$ cat src/rtl/filter_buf_responder.sv
// Filter buffer for pe_engine: loads TOUT banks of filter taps from a serial write stream and
// answers weight reads with a fixed one-cycle latency.
module filter_buf_responder #(
  parameter int FILTER_DW = 72,
  parameter int TOUT      = 4,
  parameter int DEPTH     = 16,
  parameter int AW        = 4
) (
  input  logic                 clk,
  input  logic                 rstn,
  input  logic                 i_load_start,
  input  logic [AW:0]          i_num_entries,
  input  logic                 i_wr_valid,
  input  logic [FILTER_DW-1:0] i_wr_data,
  output logic                 o_wr_ready,
  output logic                 o_filter_buf_done,
  output logic                 o_loaded,
  input  logic                 i_fb_req,
  input  logic [AW-1:0]        i_fb_addr,
  output logic [FILTER_DW-1:0] o_fb_data0,
  output logic [FILTER_DW-1:0] o_fb_data1,
  output logic [FILTER_DW-1:0] o_fb_data2,
  output logic [FILTER_DW-1:0] o_fb_data3,
  output logic                 o_fb_valid,
  output logic [1:0]           o_dbg_state
);

  typedef enum logic [1:0] {
    ST_IDLE  = 2'd0,
    ST_LOAD  = 2'd1,
    ST_READY = 2'd2
  } state_t;

  localparam int              BW        = (TOUT > 1) ? $clog2(TOUT) : 1;
  localparam logic [AW:0]     DEPTH_L   = (AW+1)'(DEPTH);
  localparam logic [BW-1:0]   LAST_BANK = BW'(TOUT-1);

  state_t               state_q, state_d;
  logic [AW:0]          num_q, num_d;
  logic [BW-1:0]        bank_q, bank_d;
  logic [AW-1:0]        entry_q, entry_d;
  logic                 done_q, done_d;
  logic                 fb_valid_q;
  logic [FILTER_DW-1:0] rd_q [TOUT];
  logic [FILTER_DW-1:0] mem_q [TOUT][DEPTH];

  logic        wr_acc, last_word, rd_acc, addr_oob;
  logic [AW:0] num_eff;

  // Write stream handshake: a word transfers in any cycle where i_wr_valid && o_wr_ready;
  // the producer holds i_wr_data while valid is high and ready is low. A start pulse in the
  // same cycle takes priority and the word is not taken.
  assign num_eff   = (i_num_entries == '0 || i_num_entries > DEPTH_L) ? DEPTH_L : i_num_entries;
  assign wr_acc    = i_wr_valid && (state_q == ST_LOAD) && !i_load_start;
  assign last_word = (bank_q == LAST_BANK) && ({1'b0, entry_q} == num_q - (AW+1)'(1));
  assign rd_acc    = i_fb_req && (state_q == ST_READY) && !i_load_start;
  assign addr_oob  = {1'b0, i_fb_addr} >= num_q;

  always_comb begin
    state_d = state_q;
    num_d   = num_q;
    bank_d  = bank_q;
    entry_d = entry_q;
    done_d  = 1'b0;
    if (i_load_start) begin
      state_d = ST_LOAD;
      num_d   = num_eff;
      bank_d  = '0;
      entry_d = '0;
    end else if (wr_acc) begin
      // Entry-major order: all banks of one entry before moving to the next entry.
      if (last_word) begin
        state_d = ST_READY;
        done_d  = 1'b1;
        bank_d  = '0;
        entry_d = '0;
      end else if (bank_q == LAST_BANK) begin
        bank_d  = '0;
        entry_d = entry_q + AW'(1);
      end else begin
        bank_d  = bank_q + BW'(1);
      end
    end
  end

  always_ff @(posedge clk or negedge rstn) begin
    if (!rstn) begin
      state_q    <= ST_IDLE;
      num_q      <= '0;
      bank_q     <= '0;
      entry_q    <= '0;
      done_q     <= 1'b0;
      fb_valid_q <= 1'b0;
      for (int b = 0; b < TOUT; b++) rd_q[b] <= '0;
    end else begin
      state_q    <= state_d;
      num_q      <= num_d;
      bank_q     <= bank_d;
      entry_q    <= entry_d;
      done_q     <= done_d;
      fb_valid_q <= rd_acc;
      if (rd_acc) begin
        for (int b = 0; b < TOUT; b++) rd_q[b] <= addr_oob ? '0 : mem_q[b][i_fb_addr];
      end
    end
  end

  // Tap storage is left unreset; only completed sets are ever read back.
  always_ff @(posedge clk) begin
    if (wr_acc) begin
      for (int b = 0; b < TOUT; b++) begin
        if (bank_q == BW'(b)) mem_q[b][entry_q] <= i_wr_data;
      end
    end
  end

  assign o_wr_ready        = (state_q == ST_LOAD);
  assign o_loaded          = (state_q == ST_READY);
  assign o_filter_buf_done = done_q;
  assign o_fb_valid        = fb_valid_q;
  assign o_fb_data0        = rd_q[0];
  assign o_fb_data1        = rd_q[1];
  assign o_fb_data2        = rd_q[2];
  assign o_fb_data3        = rd_q[3];
  assign o_dbg_state       = state_q;

endmodule

$ cat config.mk
export PLATFORM = sky130hd
export DESIGN_NAME = filter_buf_responder
export DESIGN_NICKNAME = d
export VERILOG_FILES = /design/src/rtl/filter_buf_responder.sv
export SDC_FILE = /design/constraint.sdc
export NUM_CORES = 2
export LEC_CHECK = 0
export BUFFER_PORTS_ARGS = -buffer_cell sky130_fd_sc_hd__buf_4
export CORE_ASPECT_RATIO = 1.4
export CORE_UTILIZATION = 55
export DETAILED_ROUTE_END_ITERATION = 7
export PLACE_DENSITY = 0.69
export SYNTH_ARGS = -nofsm -noshare
export SYNTH_HDL_FRONTEND = slang
export SYNTH_MEMORY_MAX_BITS = 65536
export SYNTH_SLANG_ARGS = --single-unit
$ cat constraint.sdc
create_clock -name clk -period 5.7 [get_ports clk]
set_clock_uncertainty 0.05 [all_clocks]
set_input_delay 0.285 -clock clk [delete_from_list [all_inputs] [get_ports clk]]
set_output_delay 0.285 -clock clk [all_outputs]
set_load 0.01 [all_outputs]
Yosys cells after proc, flatten, opt, wreduce, memory -nomap -nowiden
Memories as Yosys holds them, arrays and structs flattened.
Cells that the tools add are included.
{"block": "op_classes", "order_cmp": 5, "n_reduce_logical": 18, "mux": 54, "add_sub_neg": 3, "n_bitwise": 2, "n_eq_ne": 6}
{"op": "2-to-1 mux 1152 bit", "n": 10}
{"op": "OR reduction 1152 bit", "n": 3}
{"op": "binary-select mux 72 bit (select 4 bit)", "n": 4}
{"op": "2-to-1 mux 72 bit", "n": 13}
{"op": "demux 72 bit (select 4 bit)", "n": 1}
{"op": "2-to-1 mux 2 bit", "n": 10}
{"op": "2-to-1 mux 4 bit", "n": 4}
{"op": "2-to-1 mux 1 bit", "n": 11}
{"op": "greater-or-equal comparator 5 bit (second input constant)", "n": 2}
{"op": "inverter 4 -> 5 bit", "n": 2}
{"op": "== test 2 bit (second input constant)", "n": 3}
{"op": "logical AND 1 bit", "n": 6}
{"op": "== test 4 x 5 -> 1 bit", "n": 1}
{"op": "greater-or-equal comparator 4 x 5 -> 1 bit", "n": 1}
{"op": "> comparator 5 bit (second input constant)", "n": 1}
{"op": "zero test 5 bit", "n": 1}
{"op": "less-than comparator 5 x 1 -> 1 bit (second input constant)", "n": 1}
{"op": "2-to-1 mux 5 bit", "n": 1}
{"op": "subtractor 5 x 1 -> 5 bit (second input constant)", "n": 1}
{"op": "adder 4 x 1 -> 4 bit (second input constant)", "n": 1}
{"op": "== test 2 x 1 -> 1 bit (second input constant)", "n": 2}
{"op": "AND reduction 2 bit", "n": 2}
{"op": "nonzero test 2 bit", "n": 2}
{"op": "nonzero test 3 bit", "n": 1}
{"op": "4 further kinds", "n": 4}
{"block": "word_totals", "ram_bits": 4608, "in_bits": 86, "output_inout_bits": 294, "wordCells": 99, "mem_count": 1, "regBits": 303}
{"name": "mem_q", "depth": 4, "word_bits": 1152, "rd": 4, "rd_clocked_by_memory_dff": 0, "wr": 1, "line": "45", "text": "logic [FILTER_DW-1:0] mem_q [TOUT][DEPTH];"}

Depth between registers and ports, before layout
{"block": "logic_depth", "ltp_word": 10, "ltp_mapped": 13, "ltp_nobuf": 7}

Least setup slack after synthesis
OpenSTA, ideal clock, no wires.
{"block": "synth_timing", "path_kind": "flip-flop to flip-flop", "start": "reg state_q[1], in the netlist o_dbg_state[1]", "end": "mem mem_q[3][100] (netlist bit) (enable)", "path_stages_with_launch": 6, "path_slack_ps": 773, "path_buffers": 1, "arrival_time_ps": 4374, "t_required_ps": 5147, "path_cell_list": "dfrtp_1 -> nand3b_1 -> nor2_1 -> nand2_1 -> clkbuf_1 -> nor2_1"}
{"block": "synth_via", "elab_chain_cells": 9, "word_cells_on_any_way": 20, "cone_classes": "eq/ne (1); mux (14); reduce/logical (5)"}
{"element": "start: declaration", "line": "38", "text": "state_t state_q, state_d;"}
{"element": "start signal: assignment", "line": "96", "text": "state_q <= state_d;"}
{"element": "== test 2 x 1 -> 1 bit (*)", "line": "54", "text": "assign wr_acc = i_wr_valid && (state_q == ST_LOAD) && !i_load_start;"}
{"element": "logical AND 1 bit (*) (2 in series)", "line": "54"}
{"element": "2-to-1 mux 1 bit", "line": "110", "text": "if (wr_acc) begin"}
{"element": "2-to-1 mux 1152 bit (implied by the code)", "line": "112", "text": "if (bank_q == BW'(b)) mem_q[b][entry_q] <= i_wr_data;"}
{"element": "OR reduction 1152 bit (no source line)"}
{"element": "2-to-1 mux 2 bit (no source line) or 2-to-1 mux 1152 bit (tied branches) (3 in series)"}
{"element": "end: declaration", "line": "45"}
Mark *: on every way between the ends. The rest lies on a longest branch, timed or not.

Final worst setup path
{"block": "layout_timing", "start": "reg state_q[1], in the netlist o_dbg_state[1]", "end": "mem mem_q[2][714] (netlist bit) (enable)"}
Same word-level chain as after synthesis.

==> impl_metrics.csv <==
group,metric,value,unit
outcome,status,"finished with violations",
outcome,violations,"design-rule violations",
floorplan,core,0.334,mm^2
clocking,clockBufferDepth,4,
power_and_ir_drop,p_comb_share,4.5,%
synthesis,yosys.area_share.simple,0.855,%
synthesis,ys.flop_type,"edfxtp_1",
synthesis,postSynthNetCount,8529,
power_and_ir_drop,intPower,58.2,mW
synthesis,yosysTopAreaCell,"edfxtp_1",
power_and_ir_drop,finalPower,73.5,mW
drt,viasPerCell,6.71,
sta,hold_violations,0,
place,dp_hpwl,258000,um
floorplan,die_area,0.339,mm^2
place,io_buffers,379,
sta,fin_crit,4.00,ns
floorplan,die_w,492,um
grt,grt_pass1_vias,94719,
power_and_ir_drop,power_density,350,mW/mm^2
drt,dr.pass1.iters,8,
clocking,clk_latency,0.98,ns
drt,drt_wl_total,505000,um
sta,hold_ws,0.00372,ns
setup_path,path_class,"flop to flop",
synthesis,synth_xor_area_share,0.0237,%
setup_path,critPathCaptureType,"flop",
setup_path,start_kind,"flop",
sta,max_freq,0.250,GHz
sta,final-setup-viol-count,0,
synthesis,synthTopCellsByArea,"edfxtp_1 (75%), mux4_2 (12%), dfrtp_1 (4.1%)",
synthesis,yosysSeqAreaShare,78.9,%
cells_and_area,drive_above_1_share,25.5,%
cells_and_area,postLayoutCoreUtil,62.9,%
clocking,cts.sinks,4911,
cells_and_area,stdcell_area,0.210,mm^2
floorplan,io_pins,380,
drt,ant_nets,0,
synthesis,netlist_area,0.185,mm^2
sta,slew_headroom,12.3,%
floorplan,die_h,688,um
synthesis,synth_enable_flop_cells,4608,
synthesis,synth_commonest_cells,"edfxtp_1 (4608), mux4_2 (965), mux2i_1 (451)",
cells_and_area,area_growth_syn_to_layout,13.6,%
sta,worstMarginPinSlew,1.31,ns
synthesis,synth_cell_types,44,
sta,tns,0,ns
place,placed_area,0.194,mm^2
clocking,ctsHoldBuffers,95,
synthesis,netlist_instances,8429,
clocking,cts-root-buf,"clkbuf_16",
sta,fin_ws,1.70,ns
clocking,cts_max_level,5,
synthesis,netlist.area_leader.share,74.8,%
clocking,cts_made_buffers,437,
synthesis,ys_async_sr_fraction,6.17,%
cells_and_area,nNetsFinal,9152,
power_and_ir_drop,swShare,20.8,%
worst_hold_path,hold_path_class,"input port to asynchronous set/reset pin",
synthesis,muxShareOfSynthArea,14.8,%
setup_path,arrival,4.55,ns
power_and_ir_drop,p_seq_share,53.9,%
clocking,post_cts_resized,0,
grt,antenna_found_initial,42,
floorplan,rows,251,
grt,grt_pass1_wl,708000,um
cells_and_area,fillCellCount,22142,
synthesis,synthAdderAreaFrac,0.0946,%
setup_path,crit_top_cell,"buf_4",
setup_path,cp_slowest_cell,"nor2_4",
grt,grt_max_degree,141,
drt,num_vias,92953,
drt,drt-initial-drc-count,12243,
sta,rsz0062_at_grt,"false",
grt,grt_overflow,0,
sta,min_period_over_period,70.1,%
synthesis,yosysWarnings,0,
floorplan,start_util,55.4,%
clocking,cts_tree,"built",
cells_and_area,layout.cells.non_filler,13861,
drt,drc,40,
setup_path,cp_slowest_stage_delay,0.87,ns
setup_path,path_cells,"nand3b_1 > nor2_1 > nand2_1 > buf_4 > nor2_4 > buf_4",
synthesis,synth_compound_area_share,4.06,%
synthesis,yosys_register_bits,4911,
grt,track_usage,29.9,%
power_and_ir_drop,pwr-share-clk,41.6,%
power_and_ir_drop,cellLeakagePower,68.6,nW
synthesis,postSynthAreaPerCell,22.0,um^2
clocking,clkTransAtPathRegs,0.07,ns
clocking,post-cts-setup-buffers,0,
place,placed_cells,12945,
job,maxCapViolations,0,
synthesis,synth_top_family_by_area,"multiplexers",
place,pre_cts_ws,1.86,ns
power_and_ir_drop,max-vdd-ir-drop,0.000271,V
setup_path,crit_required,6.25,ns
synthesis,synth_most_common_cell,"edfxtp_1",
power_and_ir_drop,p_sw,15.3,mW
setup_path,critical_path.max_fanout,23,
sta,slew_viol_final,0,
place,routabilityCongestion,0.788,
drt,avgRoutedWirePerCell,36.4,um
==> layout by cell type (no fill, tap or decap), types with 93 or more instances in the layout <==
cell,count
buf_12,93
o21ai_1,204
dlygate4sd3_1,94
a22oi_1,199
o21ai_0,146
mux4_2,965
nand2_1,217
clkbuf_1,109
mux2i_1,451
edfxtp_1,4608
a22o_1,229
mux2_2,94
clkbuf_16,445
buf_4,494
dfrtp_1,303
==> worst max-delay path, delay by kind of cell, from the launching register on <==
| family | cells | cell delay [ns] |
|---|---|---|
| buffers and inverters | 2 | 0.84 |
| DFF | 1 | 0.42 |
| and+or+nand+nor | 4 | 2.23 |
==> flip-flops by register name, indices dropped and copies added (netlist names) <==
signal	flops
o_fb_data3	72
bank_q	2
o_fb_data0	72
o_filter_buf_done	1
mem_q	4608
num_q	5
o_fb_data1	72
o_fb_valid	1
entry_q	4
o_fb_data2	72
o_dbg_state	2
==> routing by layer <==
metal	routed length [um]	vias to the layer above	global-route usage (%)
met5	25	-	0
met4	17500	4	9.76
met3	48800	770	4.52
met2	252000	5510	49.9
met1	186000	50023	40.7
li1	-	36646	-
==> path summary, 6_finish.rpt <==
path / start / end / slack [ns] / cells after the start
max: o_dbg_state[1]$_DFFE_PN0P_ / mem_q[2][714]$_DFFE_PP_ / 1.70 / 6
min: rstn / o_fb_data1[47]$_DFFE_PN0P_ / 0.004 / 3
max reg2reg: o_dbg_state[1]$_DFFE_PN0P_ / mem_q[2][714]$_DFFE_PP_ / 1.70 / 6
min reg2reg: o_fb_data1[9]$_DFFE_PN0P_ / o_fb_data1[9]$_DFFE_PN0P_ / 0.44 / 2
max in group asynchronous: rstn / o_fb_data0[37]$_DFFE_PN0P_ / 4.36 / 3
min in group clk: i_load_start / entry_q[1]$_DFFE_PN0P_ / 0.12 / 3
==> power by group through the flow <==
stage,sequential (mW),clock [mW],combinational (mW)
after floorplan,40.4,0,1.71
after global placement,40.4,0,3.20
after detailed placement,40.4,0,3.27
after CTS,39.6,30.9,3.34
after global routing,39.6,32.2,3.49
final,39.6,30.6,3.33
==> area by class of cell <==
cell class | instances | area, um^2 | area share [%]
clock inverters | 212 | 2620 | 1.24
well taps | 4427 | 5540 | 2.64
inverters | 13 | 50.0 | 0.0238
multi-input cells | 3002 | 37200 | 17.7
diodes | 6 | 15.0 | 0.00714
repair buffers | 687 | 6640 | 3.16
flip-flops and latches | 4911 | 146000 | 69.4
clock buffers | 603 | 12200 | 5.81
==> kinds of logic (layout without fill, tap and decap cells) <==
family                   after synthesis  after routing
AO/OA/AOI/OAI                       1105           1105
XOR/XNOR                               5              5
adder cells (fa/ha/maj)               14             14
buffers and inverters                516           1515
flip-flops                          4911           4911
multiplexers                        1510           1510
other                                  0              6
AND/OR/NAND/NOR                      368            368
Power figures use the tool's default switching activity.
